<file path="config.mk">
export PLATFORM = sky130hd
export DESIGN_NAME = avaloon_cmps_logger
export DESIGN_NICKNAME = d
export VERILOG_FILES = /design/src/rtl/avaloon_cmps_logger.sv
export SDC_FILE = /design/constraint.sdc
export NUM_CORES = 1
export LEC_CHECK = 0
export BUFFER_PORTS_ARGS = -buffer_cell sky130_fd_sc_hd__buf_2
export CAP_MARGIN = 30
export CORE_ASPECT_RATIO = 1.4
export CORE_UTILIZATION = 45
export DETAILED_ROUTE_END_ITERATION = 16
export PLACE_DENSITY_LB_ADDON = 0.12
export SYNTH_ARGS = -nofsm -noshare
export SYNTH_HDL_FRONTEND = slang
export SYNTH_SLANG_ARGS = --single-unit
</file>
<file path="constraint.sdc">
create_clock -name clk -period 3.8 [get_ports clk]
set_input_delay 0.19 -clock clk [delete_from_list [all_inputs] [get_ports clk]]
set_output_delay 0.19 -clock clk [all_outputs]
set_load 0.03 [all_outputs]
</file>
<file path="src/rtl/avaloon_cmps_logger.sv">
// avaloon_cmps_logger
//
// Compass heading logger. It tags each valid heading sample with a 16-bit
// sequence number and holds it in a small FIFO. It then writes the sample
// into a circular buffer of 32-bit words through an Avalon-MM write master.
//
// Ports:
//   clk, reset_n       : clock, asynchronous active-low reset
//   enable             : samples are accepted only while high
//   clear              : synchronous clear of FIFO, sequence, index and status
//   heading[8:0]       : heading in degrees, legal range 0..359
//   heading_valid      : single-cycle sample strobe
//   m_address          : byte address BASE_ADDR + 4*index of the current write
//   m_write            : write request
//   m_writedata        : {seq[15:0], 7'b0, heading[8:0]}
//   m_byteenable       : constant 4'hF
//   m_waitrequest      : slave stall
//   wr_index           : index of the next word to be written
//   wrapped            : sticky, set when wr_index wraps to 0
//   overflow_cnt       : saturating count of samples dropped on a full FIFO
//   invalid_cnt        : saturating count of samples with heading > 359
module avaloon_cmps_logger #(
  parameter int DEPTH_WORDS = 5120,
  parameter int BASE_ADDR   = 0,
  parameter int ADDR_W      = 15,
  parameter int FIFO_DEPTH  = 4
) (
  input  logic              clk,
  input  logic              reset_n,
  input  logic              enable,
  input  logic              clear,
  input  logic [8:0]        heading,
  input  logic              heading_valid,
  output logic [ADDR_W-1:0] m_address,
  output logic              m_write,
  output logic [31:0]       m_writedata,
  output logic [3:0]        m_byteenable,
  input  logic              m_waitrequest,
  output logic [12:0]       wr_index,
  output logic              wrapped,
  output logic [15:0]       overflow_cnt,
  output logic [15:0]       invalid_cnt
);

  localparam int          PW          = $clog2(FIFO_DEPTH);
  localparam logic [PW:0] FULL_COUNT  = (PW+1)'(FIFO_DEPTH);
  localparam logic [8:0]  MAX_HEADING = 9'd359;
  localparam logic [12:0] LAST_INDEX  = 13'(DEPTH_WORDS - 1);

  typedef enum logic {IDLE, WRITE} state_t;

  state_t state_reg, state_next;

  // FIFO entry layout: {seq[15:0], heading[8:0]}
  logic [24:0]   fifo_mem [FIFO_DEPTH];
  logic [PW-1:0] wr_ptr_reg, rd_ptr_reg;
  logic [PW:0]   count_reg;
  logic [15:0]   seq_reg;
  // The in-flight write was issued before a clear. Its completion must not
  // advance the freshly zeroed index.
  logic          no_advance_reg;

  logic        fifo_empty, fifo_full;
  logic        sample, heading_ok, complete, advance;
  logic        pop, push, drop_full, drop_invalid;
  logic [12:0] index_inc, index_after;
  logic [24:0] head;

  function automatic logic [ADDR_W-1:0] addr_of(input logic [12:0] idx);
    return ADDR_W'(BASE_ADDR) + ADDR_W'({idx, 2'b00});
  endfunction

  assign m_byteenable = 4'hF;

  assign fifo_empty = (count_reg == '0);
  assign fifo_full  = (count_reg == FULL_COUNT);
  assign head       = fifo_mem[rd_ptr_reg];

  // clear has priority over any sample arriving at the same edge
  assign sample       = heading_valid & enable & ~clear;
  assign heading_ok   = (heading <= MAX_HEADING);
  assign complete     = m_write & ~m_waitrequest;
  assign advance      = complete & ~no_advance_reg & ~clear;

  // A pop at the same edge frees a slot, so a push into a full FIFO is still accepted
  assign push         = sample & heading_ok & (~fifo_full | pop);
  assign drop_full    = sample & heading_ok & fifo_full & ~pop;
  assign drop_invalid = sample & ~heading_ok;

  assign index_inc   = (wr_index == LAST_INDEX) ? 13'd0 : wr_index + 13'd1;
  // A back-to-back pop targets the index that is valid after this completion
  assign index_after = advance ? index_inc : wr_index;

  // FSM next-state and pop decision
  always_comb begin
    state_next = state_reg;
    pop        = 1'b0;
    case (state_reg)
      IDLE: begin
        if (!clear && !fifo_empty) begin
          pop        = 1'b1;
          state_next = WRITE;
        end
      end
      WRITE: begin
        if (complete) begin
          if (!clear && !fifo_empty) begin
            pop = 1'b1;
          end else begin
            state_next = IDLE;
          end
        end
      end
      default: state_next = IDLE;
    endcase
  end

  always_ff @(posedge clk or negedge reset_n) begin
    if (!reset_n) begin
      state_reg <= IDLE;
    end else begin
      state_reg <= state_next;
    end
  end

  // Sample storage has no reset so that it can map onto distributed/block RAM
  always_ff @(posedge clk) begin
    if (push) begin
      fifo_mem[wr_ptr_reg] <= {seq_reg, heading};
    end
  end

  // FIFO pointers and sequence number
  always_ff @(posedge clk or negedge reset_n) begin
    if (!reset_n) begin
      wr_ptr_reg <= '0;
      rd_ptr_reg <= '0;
      count_reg  <= '0;
      seq_reg    <= 16'd0;
    end else if (clear) begin
      wr_ptr_reg <= '0;
      rd_ptr_reg <= '0;
      count_reg  <= '0;
      seq_reg    <= 16'd0;
    end else begin
      if (push) begin
        wr_ptr_reg <= wr_ptr_reg + PW'(1);
        seq_reg    <= seq_reg + 16'd1;
      end
      if (pop) begin
        rd_ptr_reg <= rd_ptr_reg + PW'(1);
      end
      count_reg <= count_reg + (PW+1)'(push) - (PW+1)'(pop);
    end
  end

  // Status: index, wrap flag and drop counters
  always_ff @(posedge clk or negedge reset_n) begin
    if (!reset_n) begin
      wr_index       <= 13'd0;
      wrapped        <= 1'b0;
      overflow_cnt   <= 16'd0;
      invalid_cnt    <= 16'd0;
      no_advance_reg <= 1'b0;
    end else if (clear) begin
      wr_index       <= 13'd0;
      wrapped        <= 1'b0;
      overflow_cnt   <= 16'd0;
      invalid_cnt    <= 16'd0;
      no_advance_reg <= m_write & ~complete;
    end else begin
      if (advance) begin
        wr_index <= index_inc;
        if (wr_index == LAST_INDEX) begin
          wrapped <= 1'b1;
        end
      end
      if (complete) begin
        no_advance_reg <= 1'b0;
      end
      if (drop_full && overflow_cnt != 16'hFFFF) begin
        overflow_cnt <= overflow_cnt + 16'd1;
      end
      if (drop_invalid && invalid_cnt != 16'hFFFF) begin
        invalid_cnt <= invalid_cnt + 16'd1;
      end
    end
  end

  // Master outputs: address and data change only on a pop, so they stay
  // stable for the whole time the slave asserts waitrequest.
  always_ff @(posedge clk or negedge reset_n) begin
    if (!reset_n) begin
      m_write     <= 1'b0;
      m_address   <= ADDR_W'(BASE_ADDR);
      m_writedata <= 32'd0;
    end else begin
      m_write <= (state_next == WRITE);
      if (pop) begin
        m_address   <= addr_of(index_after);
        m_writedata <= {head[24:9], 7'b0, head[8:0]};
      end
    end
  end

endmodule

</file>
==> results of run 1 <==
per-layer routing:
metal	vias up	part of all wire, %	track usage [%]
met4	0	2.0	5.48
met1	2891	42	23.8
li1	2749	-	-
met3	28	3.9	2.22
met2	136	52	33.5
met5	-	0	0
timing repair:
action	CTS	global route
gates resized for setup	0	0
hold endpoints to repair	111	0
hold buffers	10	0
cells by family (layout without fill, tap and decap cells):
| family | after synthesis | in the layout |
|---|---|---|
| AOI/OAI and AO/OA | 61 | 61 |
| other | 2 | 13 |
| muxes | 30 | 30 |
| xor gates and xnor gates | 46 | 46 |
| and+or+nand+nor | 284 | 284 |
| buffers and inverters | 62 | 178 |
| DFF | 209 | 209 |
| adders and majority gates | 11 | 11 |
worst register-to-register path: cells and delay by family, from the launching register on:
kind,cells,cell delay [ps]
simple gates,2,480
fa+ha+maj,3,820
flops,1,440
compound gates,1,400
buf+inv,3,490
xor+xnor,2,320
layout by cell type (no fill, tap or decap), types with 7 or more instances in the layout:
cell and count:
dlygate4sd3_1 10, buf_2 99, inv_1 17, dfrtp_1 109, nor3_1 14, and2_1 7
xor2_1 9, conb_1 13, nand3_1 19, edfxtp_1 100, mux4_2 25, xnor2_1 37
nor2_1 61, a21oi_1 13, buf_4 12, ha_1 10, nor4_1 18, o21ai_0 14
nand4_1 14, and4_1 9, clkbuf_16 21, nand2_1 115
per-stage QoR:
| stage | power (uW) | hold slack (ps) | cell area (um2) | std cells |
|---|---|---|---|---|
| 2_1_floorplan | 3690 | -106 | 9020 | 716 |
| 6_report | 6060 | 9.11 | 10500 | 1080 |
| 3_3_place_gp | 4030 | 401 | 9670 | 1030 |
| 5_1_grt | 6350 | 41.1 | 10500 | 1080 |
| 3_5_place_dp | 4070 | 59.5 | 9700 | 1032 |
| 4_1_cts | 6140 | 7.25 | 10500 | 1080 |
worst paths after layout:
kind / end / slack [ps] / cells after the start
hold reg to reg: m_writedata[5] / 470 / 2
hold / removal: m_write / 9 / 3
setup / recovery: count_reg[2] / 700 / 11
min in group asynchronous: m_writedata[1] / 80 / 2
max in group asynchronous: wr_ptr_reg[1] / 2630 / 4
setup reg to reg: count_reg[2] / 700 / 11
cell type report:
| class | count | area, um2 | share of cell area, % |
|---|---|---|---|
| Clock buffer | 27 | 578 | 5.51 |
| Timing Repair Buffer | 122 | 713 | 6.79 |
| Multi-Input combinational cell | 445 | 2980 | 28.4 |
| Sequential cell | 209 | 5730 | 54.6 |
| Tap cell | 248 | 310 | 2.96 |
| Clock inverter | 11 | 114 | 1.08 |
| Inverter | 18 | 67.6 | 0.644 |
cell usage after synthesis (4+ instances only):
cell | instances | area, um2
a2111oi_0 | 5 | 43.8
a21oi_1 | 13 | 65.1
and2_1 | 7 | 43.8
and3_1 | 5 | 31.3
and4_1 | 9 | 78.8
buf_1 | 5 | 18.8
buf_4 | 14 | 105
clkbuf_1 | 21 | 78.8
dfrtp_1 | 109 | 2730
edfxtp_1 | 100 | 3000
ha_1 | 10 | 125
inv_1 | 17 | 63.8
mux2i_1 | 4 | 40.0
mux4_2 | 25 | 563
nand2_1 | 115 | 432
nand3_1 | 19 | 95.1
nand4_1 | 14 | 87.6
nor2_1 | 61 | 229
nor3_1 | 14 | 70.1
nor4_1 | 18 | 113
o21ai_0 | 14 | 70.1
o41ai_1 | 4 | 35.0
or4_1 | 4 | 30.0
xnor2_1 | 37 | 324
xor2_1 | 9 | 78.8
power groups by stage:
| stage | sequential (uW) | combinational [uW] | clock, uW |
|---|---|---|---|
| 2_1_floorplan | 3020 | 670 | 0 |
| 3_3_place_gp | 2720 | 1310 | 0 |
| 3_5_place_dp | 2730 | 1340 | 0 |
| 4_1_cts | 2690 | 1350 | 2090 |
| 5_1_grt | 2720 | 1450 | 2180 |
| 6_report | 2690 | 1330 | 2050 |
==> results_dict.tcl, run 1 <==
set metrics [dict create \
    antenna_found_initial 0 \
    grt_max_degree 72 \
    hp-start "m_waitrequest" \
    switching_power_uw 1830 \
    pwr-share-seq_pct 44.4 \
    viasPerCell 5.37 \
    largest_register_ffs 100 \
    grt-ovfl-total 0 \
    grt_pass1_vias 5946 \
    hold_class "input port to flip-flop" \
    crit_slowest_cell "dfrtp_1" \
    num_antenna_cells 0 \
    async_reset_ff_share_pct 52.2 \
    fin_crit_sh_pct 81.7 \
    die_area_um2 20500 \
    routed_wl_um 18600 \
    p_sw_share_pct 30.1 \
    worstMarginPinSlew_ps 810 \
    final_util_pct 54.2 \
    clk_latency_ps 490 \
    crit_buf_inv 3 \
    core_um2 19400 \
    synth_top_family_by_area "simple AND/OR/NAND/NOR gates" \
    regMostFlops "fifo_mem" \
    cts_buffer_depth 3 \
    start_kind "flip-flop" \
    clock_power_share_pct 33.8 \
    seq_area_frac_synth_pct 63.9 \
    cts-root-buf "clkbuf_16" \
    finalSetupTns_ps 0 \
    synth-seq-cells 209 \
    worstSetupStartpoint "count_reg[1]" \
    cts_buffers 21 \
    setup_ws_ps 697 \
    yosys_warnings 0 \
    path_max_fanout 14 \
    numPortBuffers 99 \
    dp_hpwl_um 11900 \
    synth_mux_area_share_pct 6.85 \
    placementRows 60 \
    max_cap_viol_count 0 \
    finalClockSkew_ps 17.8 \
    critPathTopFamily "adder cells" \
    yosysUniqueCellTypes 58 \
    final_max_slew_viol_count 0 \
    crit_top_cell "inv_1" \
    cp_cell_sequence "or3b_1 > o2111a_1 > inv_1 > ha_1 > inv_1 > ha_1 > inv_1 > fa_1 > xor2_1 > xnor2_1 > nor2_1" \
    synth-compound-area-share_pct 4.61 \
    critPathArrivalTime_ps 3440 \
    endpoint_kind "flip-flop" \
    cts.sinks 209 \
    internal_power_uw 4230 \
    setup_violations 0 \
    grt_pass1_wl_um 30600 \
    postCtsSetupBuffers 0 \
    synth_area_per_cell_um2 12.7 \
    dr.pass1.iters 4 \
    num_vias 5804 \
    synthSimpleGateAreaFrac_pct 15.1 \
    cts.clk_slew.worst_paths_ps 60 \
    die_x_um 121 \
    drt_iter0_drc 358 \
    die_h_um 169 \
    synth_ff_type "dfrtp_1" \
    postRouteAntennaNets 0 \
    status "completed" \
    grt.total_usage_pct 18.8 \
    place_congestion 0.817 \
    fill_cells 1687 \
    start_util_pct 46.3 \
    synth_xor_area_share_pct 4.49 \
    powerDensity_nw_per_um2 577 \
    min_period_ps 3100 \
    cpPeakStageDelay_ps 440 \
    synth_edf_count 100 \
    rsz0062_at_grt "no" \
    wl_per_cell_um 17.2 \
    syn_area_um2 8970 \
    p_leak_uw 0.00436 \
    io_pins 113 \
    reg2reg_from "count_reg[1]" \
    h-tree-depth 1 \
    ir_drop_uv 278 \
    fmax_ghz 0.322 \
    syn_inst 705 \
    layout-drive-gt1-share_pct 21.4 \
    fin_nets 843 \
    drcViolationCount 0 \
    slew_headroom_pct 44.6 \
    reg_top3 "fifo_mem (100), m_writedata (25)" \
    finalHoldViolations 0 \
    cts_tree "done" \
    syn2layout_area_growth_pct 17.0 \
    synth_fa_ha_area_share_pct 1.62 \
    cp.required_ps 4140 \
    combPwrFrac_pct 21.9 \
    path_class "flip-flop to flip-flop" \
    place_ws_ps 720 \
]
(Power assumes the default switching activity.)
==> run 2: changes to the inputs <==
Clock period 3.8 ns to 3.03 ns, I/O delays scaled along.
==> run 2 against run 1 <==
Global-route usage rose by 0.72 points; total power grew 24%; non-clock buffer count up 3; first-iteration DRC count grew 9.2%.
==> results_dict.tcl, run 2 (same netlist as run 1, synthesis figures left out) <==
set metrics [dict create \
    layout-drive-gt1-share_pct 21.1 \
    rsz0062_at_grt "no" \
    viasPerCell 5.39 \
    h-tree-depth 1 \
    dr.pass1.iters 6 \
    die_area_um2 20500 \
    start_kind "flip-flop" \
    powerDensity_nw_per_um2 718 \
    placementRows 60 \
    cpPeakStageDelay_ps 430 \
    finalSetupTns_ps 0 \
    finalClockSkew_ps 7.33 \
    min_period_ps 2520 \
    cts_buffer_depth 3 \
    fmax_ghz 0.397 \
    final_cell_mix "nand2_1, dfrtp_1, edfxtp_1" \
    drcViolationCount 0 \
    worstMarginPinSlew_ps 808 \
    num_vias 5842 \
    cts_buffers 21 \
    num_antenna_cells 0 \
    cts.repair.resized 0 \
    start_util_pct 46.3 \
    core_um2 19400 \
    clk_latency_ps 490 \
    wl_per_cell_um 17.5 \
    io_pins 113 \
    grt_pass1_vias 5992 \
    cp_cell_sequence "or3b_1 > o2111a_1 > inv_1 > ha_1 > inv_1 > ha_1 > inv_1 > fa_1 > xor2_1 > xnor2_1 > nor2_1" \
    fin_crit_sh_pct 83.1 \
    path_max_fanout 4 \
    ir_drop_uv 386 \
    reg_top3 "fifo_mem (100), m_writedata (25)" \
    grt_pass1_wl_um 31300 \
    fill_cells 1686 \
    finalNonFillerCells 1083 \
    cts.clk_slew.worst_paths_ps 60 \
    setup_violations 0 \
    cts.sinks 209 \
    fin_nets 846 \
    numPortBuffers 99 \
    antenna_found_initial 0 \
    p_leak_uw 0.00435 \
    cp.required_ps 3390 \
    hold_class "input port to flip-flop" \
    grt_max_degree 60 \
    postRouteAntennaNets 0 \
    die_x_um 121 \
    grt-ovfl-total 0 \
    finalPower_uw 7540 \
    largest_register_ffs 100 \
    wl_met2_um 9950 \
    cts_tree "done" \
    status "completed" \
    drt_iter0_drc 391 \
    dp_cells 1034 \
    crit_slowest_cell "dfrtp_1" \
    final_cell_area_um2 10500 \
    dp_hpwl_um 12000 \
    max_cap_viol_count 0 \
    layout_commonest_cell "nand2_1" \
    place_congestion 0.817 \
    die_h_um 169 \
    routed_wl_um 19000 \
    regMostFlops "fifo_mem" \
    syn2layout_area_growth_pct 16.9 \
    endpoint_kind "flip-flop" \
    grt.total_usage_pct 19.5 \
    finalHoldViolations 0 \
    path_class "flip-flop to flip-flop" \
    top_layer_used "met4" \
    critPathTopFamily "adder cells" \
    placed_cell_area_um2 9730 \
    crit_buf_inv 3 \
    crit_top_cell "inv_1" \
    final_util_pct 54.2 \
    m1WireLength_um 7870 \
    slew_headroom_pct 44.7 \
    final_max_slew_viol_count 0 \
    critPathArrivalTime_ps 2880 \
    cts-root-buf "clkbuf_16" \
    wl_met3_um 698 \
]
## run 2: changes by cell type in the layout (fill, tap and decap cells not counted)
cell and change:
buf_12 +2, buf_16 -1, buf_2 -1, buf_4 +2, clkbuf_1 +2, clkbuf_8 -3
clkinv_1 +2, clkinv_4 -2, clkinvlp_4 +1, dlygate4sd3_1 +1
## run 2: repair_timing
item                                   in CTS  in global routing
buffers inserted                            0                  0
endpoints found under the hold margin      87                  0
hold buffers                               11                  0
## run 2: report_power, final
group          leakage [uW]  internal, uW  switching (uW)
Sequential          0.00244          3220             169
Clock              0.000320          1450            1040
Combinational       0.00159           585            1070
Total               0.00435          5250            2280
## run 2: cell type report
cell class | instances | area, um2 | area share [%]
Clock buffer | 26 | 544 | 5.19
Clock inverter | 12 | 111 | 1.06
Inverter | 18 | 67.6 | 0.644
Multi-Input combinational cell | 445 | 2980 | 28.4
Sequential cell | 209 | 5730 | 54.6
Tap cell | 248 | 310 | 2.96
Timing Repair Buffer | 125 | 746 | 7.11
## run 2: worst paths after layout
kind / startpoint / endpoint / slack, ps / cells after the start
setup / recovery: count_reg[1] / count_reg[2] / 510 / 11
hold / removal: clear / overflow_cnt[10] / 40 / 2
setup reg to reg: count_reg[1] / count_reg[2] / 510 / 11
hold reg to reg: m_writedata[31] / m_writedata[31] / 470 / 2
max in group asynchronous: reset_n / overflow_cnt[13] / 2010 / 3
min in group asynchronous: reset_n / m_writedata[29] / 250 / 2
## run 2: metal layers
| layer | vias to the layer above | global-route usage [%] |
|---|---|---|
| li1 | 2752 | - |
| met1 | 2919 | 23.9 |
| met2 | 136 | 35.5 |
| met3 | 35 | 2.32 |
| met4 | 0 | 5.90 |
| met5 | - | 0 |
## run 2: through the flow
step                hold slack [ps]  setup slack [ps]
finish                         37.3               512
global route                   47.1               317
CTS                            18.6               492
detailed placement              265               505
global placement                245               591
floorplan                      -144               282
==> run 3: changes to the inputs <==
Clock period 3.03 ns to 2.05 ns, I/O delays scaled along.
==> run 3 against run 2 <==
The run now ends with negative setup slack left; die area unchanged; clock skew up 1.7 ps; fmax grew 7.2%; clock power grew 68%; wire length is 2.2% higher; count of clock-buffer cells in the layout fell by 1; combinational power is 67% higher; largest power group unchanged.
==> results_dict.tcl, run 3 (same netlist as run 1, synthesis figures left out) <==
set metrics [dict create \
    clk_latency_ps 490 \
    path_max_fanout 2 \
    ir_drop_uv 660 \
    status "finished with violations" \
    cpPeakStageDelay_ps 400 \
    setup_violations 9 \
    finalClockSkew_ps 8.99 \
    critPathTopFamily "adder cells" \
    cts-root-buf "clkbuf_16" \
    finalHoldViolations 0 \
    wl_per_cell_um 16.9 \
    max_cap_viol_count 0 \
    internal_power_uw 8370 \
    rsz0062_at_grt "yes" \
    violations "negative setup slack" \
    slew_headroom_pct 65.8 \
    die_x_um 121 \
    routed_wl_um 19400 \
    cts.clk_slew.worst_paths_ps 60 \
    dp_cells 1087 \
    cts.sinks 209 \
    cts_tree "done" \
    gr-usage-met1_pct 24.0 \
    cp.required_ps 2410 \
    reg2reg_from "count_reg[0]" \
    drt_iter0_drc 352 \
    hp-start "clear" \
    p_sw_share_pct 29.8 \
    regMostFlops "fifo_mem" \
    final_cell_mix "nand2_1, dfrtp_1, edfxtp_1" \
    clock_power_share_pct 35.2 \
    grt_pass1_wl_um 31800 \
    combPwrFrac_pct 23.3 \
    hold_class "input port to flip-flop" \
    core_um2 19400 \
    switching_power_uw 3560 \
    endpoint_kind "flip-flop" \
    h-tree-depth 1 \
    cts_buffers 22 \
    postRouteAntennaNets 0 \
    min_period_ps 2350 \
    worstMarginPinSlew_ps 501 \
    start_kind "flip-flop" \
    layout-drive-gt1-share_pct 32.6 \
    grt_pass1_vias 6312 \
    fmax_ghz 0.426 \
    num_vias 6051 \
    dr.pass1.iters 4 \
    die_h_um 169 \
    drcViolationCount 0 \
    fin_nets 906 \
    antenna_found_initial 0 \
    place_congestion 0.822 \
    path_class "flip-flop to flip-flop" \
    reg_top3 "fifo_mem (100), m_writedata (25)" \
    io_pins 113 \
    die_area_um2 20500 \
    placementRows 60 \
    use_met3_pct 2.70 \
    numPortBuffers 99 \
    pwr-share-seq_pct 41.5 \
    grt.total_usage_pct 19.6 \
    finalSetupTns_ps -1360 \
    dp_hpwl_um 12600 \
    num_antenna_cells 0 \
    viasPerCell 5.29 \
    start_util_pct 46.3 \
    syn2layout_area_growth_pct 27.8 \
    critPathArrivalTime_ps 2710 \
    powerDensity_nw_per_um2 1040 \
    crit_slowest_cell "or3b_4" \
    finalNonFillerCells 1144 \
    cp_cell_sequence "or3b_4 > o2111a_1 > inv_2 > ha_4 > inv_4 > ha_4 > inv_2 > fa_2 > xor2_2 > xnor2_1 > nor2_1" \
    crit_buf_inv 3 \
    fin_crit_sh_pct 115 \
    layout_commonest_cell "nand2_1" \
    largest_register_ffs 100 \
    grt_use_met2_pct 36.3 \
    worstSetupStartpoint "count_reg[0]" \
    grt_max_degree 60 \
    setup_ws_ps -298 \
    cts_buffer_depth 3 \
    gr-max-usage-layer "met2" \
    final_max_slew_viol_count 0 \
    grt-ovfl-total 0 \
    p_leak_uw 0.00478 \
]
==> run 3: cell count changes in the layout (fill, tap and decap cells not counted), moves of 4 or more <==
cell,delta
and2_1,-4
and2_4,+4
buf_12,+7
buf_4,+46
buf_6,+5
clkinv_1,-5
dfrtp_1,-6
dfrtp_2,+6
nor3_1,-5
nor4_1,-6
nor4_4,+4
o21ai_0,-4
o21ai_1,+4
==> run 3: tightest hold or removal path: cells and delay by family <==
family,cells,cell delay (ps)
buf+inv,2,340
simple gates,1,50
==> run 3: worst paths after layout <==
| kind | end | slack [ps] | cells after the start |
|---|---|---|---|
| worst min-delay path | wr_index[6] | 50 | 3 |
| min in group asynchronous | m_writedata[28] | 180 | 3 |
| worst max-delay path | count_reg[2] | -300 | 11 |
| worst max register to register | count_reg[2] | -300 | 11 |
| worst min register to register | m_writedata[1] | 470 | 2 |
| max in group asynchronous | m_writedata[3] | 1130 | 3 |
==> run 3: per-layer routing <==
metal  part of all wire, %  routed length (um)  vias up
met5                     0                   0        -
met4                  0.96                 186        0
met3                   3.2                 629       11
met2                    54               10500       99
met1                    42                8070     3070
li1                      -                   -     2871
==> run 3: metrics by stage <==
stage	hold WS (ps)	cell area, um2	util (%)	setup slack, ps	power, uW
final	47.2	11500	59.2	-298	11900
after global placement	-53.7	10300	53.2	-291	7640
after CTS	21.1	11300	58.2	-360	12000
after floorplan	-193	9120	-	-468	6860
after detailed placement	-51.1	10300	53.2	-377	7710
after global routing	61.1	11500	59.2	-376	12500
==> run 3: layout make-up <==
type                            instances  area (um2)
Tap cell                              248         310
Clock buffer                           25         583
Multi-Input combinational cell        445        3270
Fill cell                            1587        7900
Timing Repair Buffer                  184        1300
Clock inverter                         15         194
Inverter                               18        71.3
Sequential cell                       209        5740
==> run 3: repair_timing <==
| item | 4_1_cts | 5_1_grt |
|---|---|---|
| hold buffers | 12 | 0 |
| pin swaps | 11 | 22 |
| gates resized for setup | 15 | 32 |
| endpoints found under the hold margin | 147 | 0 |
| setup endpoints to repair | 21 | 27 |
| setup buffers | 3 | 3 |
==> run 3: power by group through the flow <==
stage / Combinational, uW / Clock, uW / Sequential [uW]
3_3_place_gp: 2620 / 0 / 5020
3_5_place_dp: 2670 / 0 / 5040
6_report: 2780 / 4190 / 4950
2_1_floorplan: 1270 / 0 / 5590
4_1_cts: 2760 / 4290 / 4960
5_1_grt: 3060 / 4440 / 5000
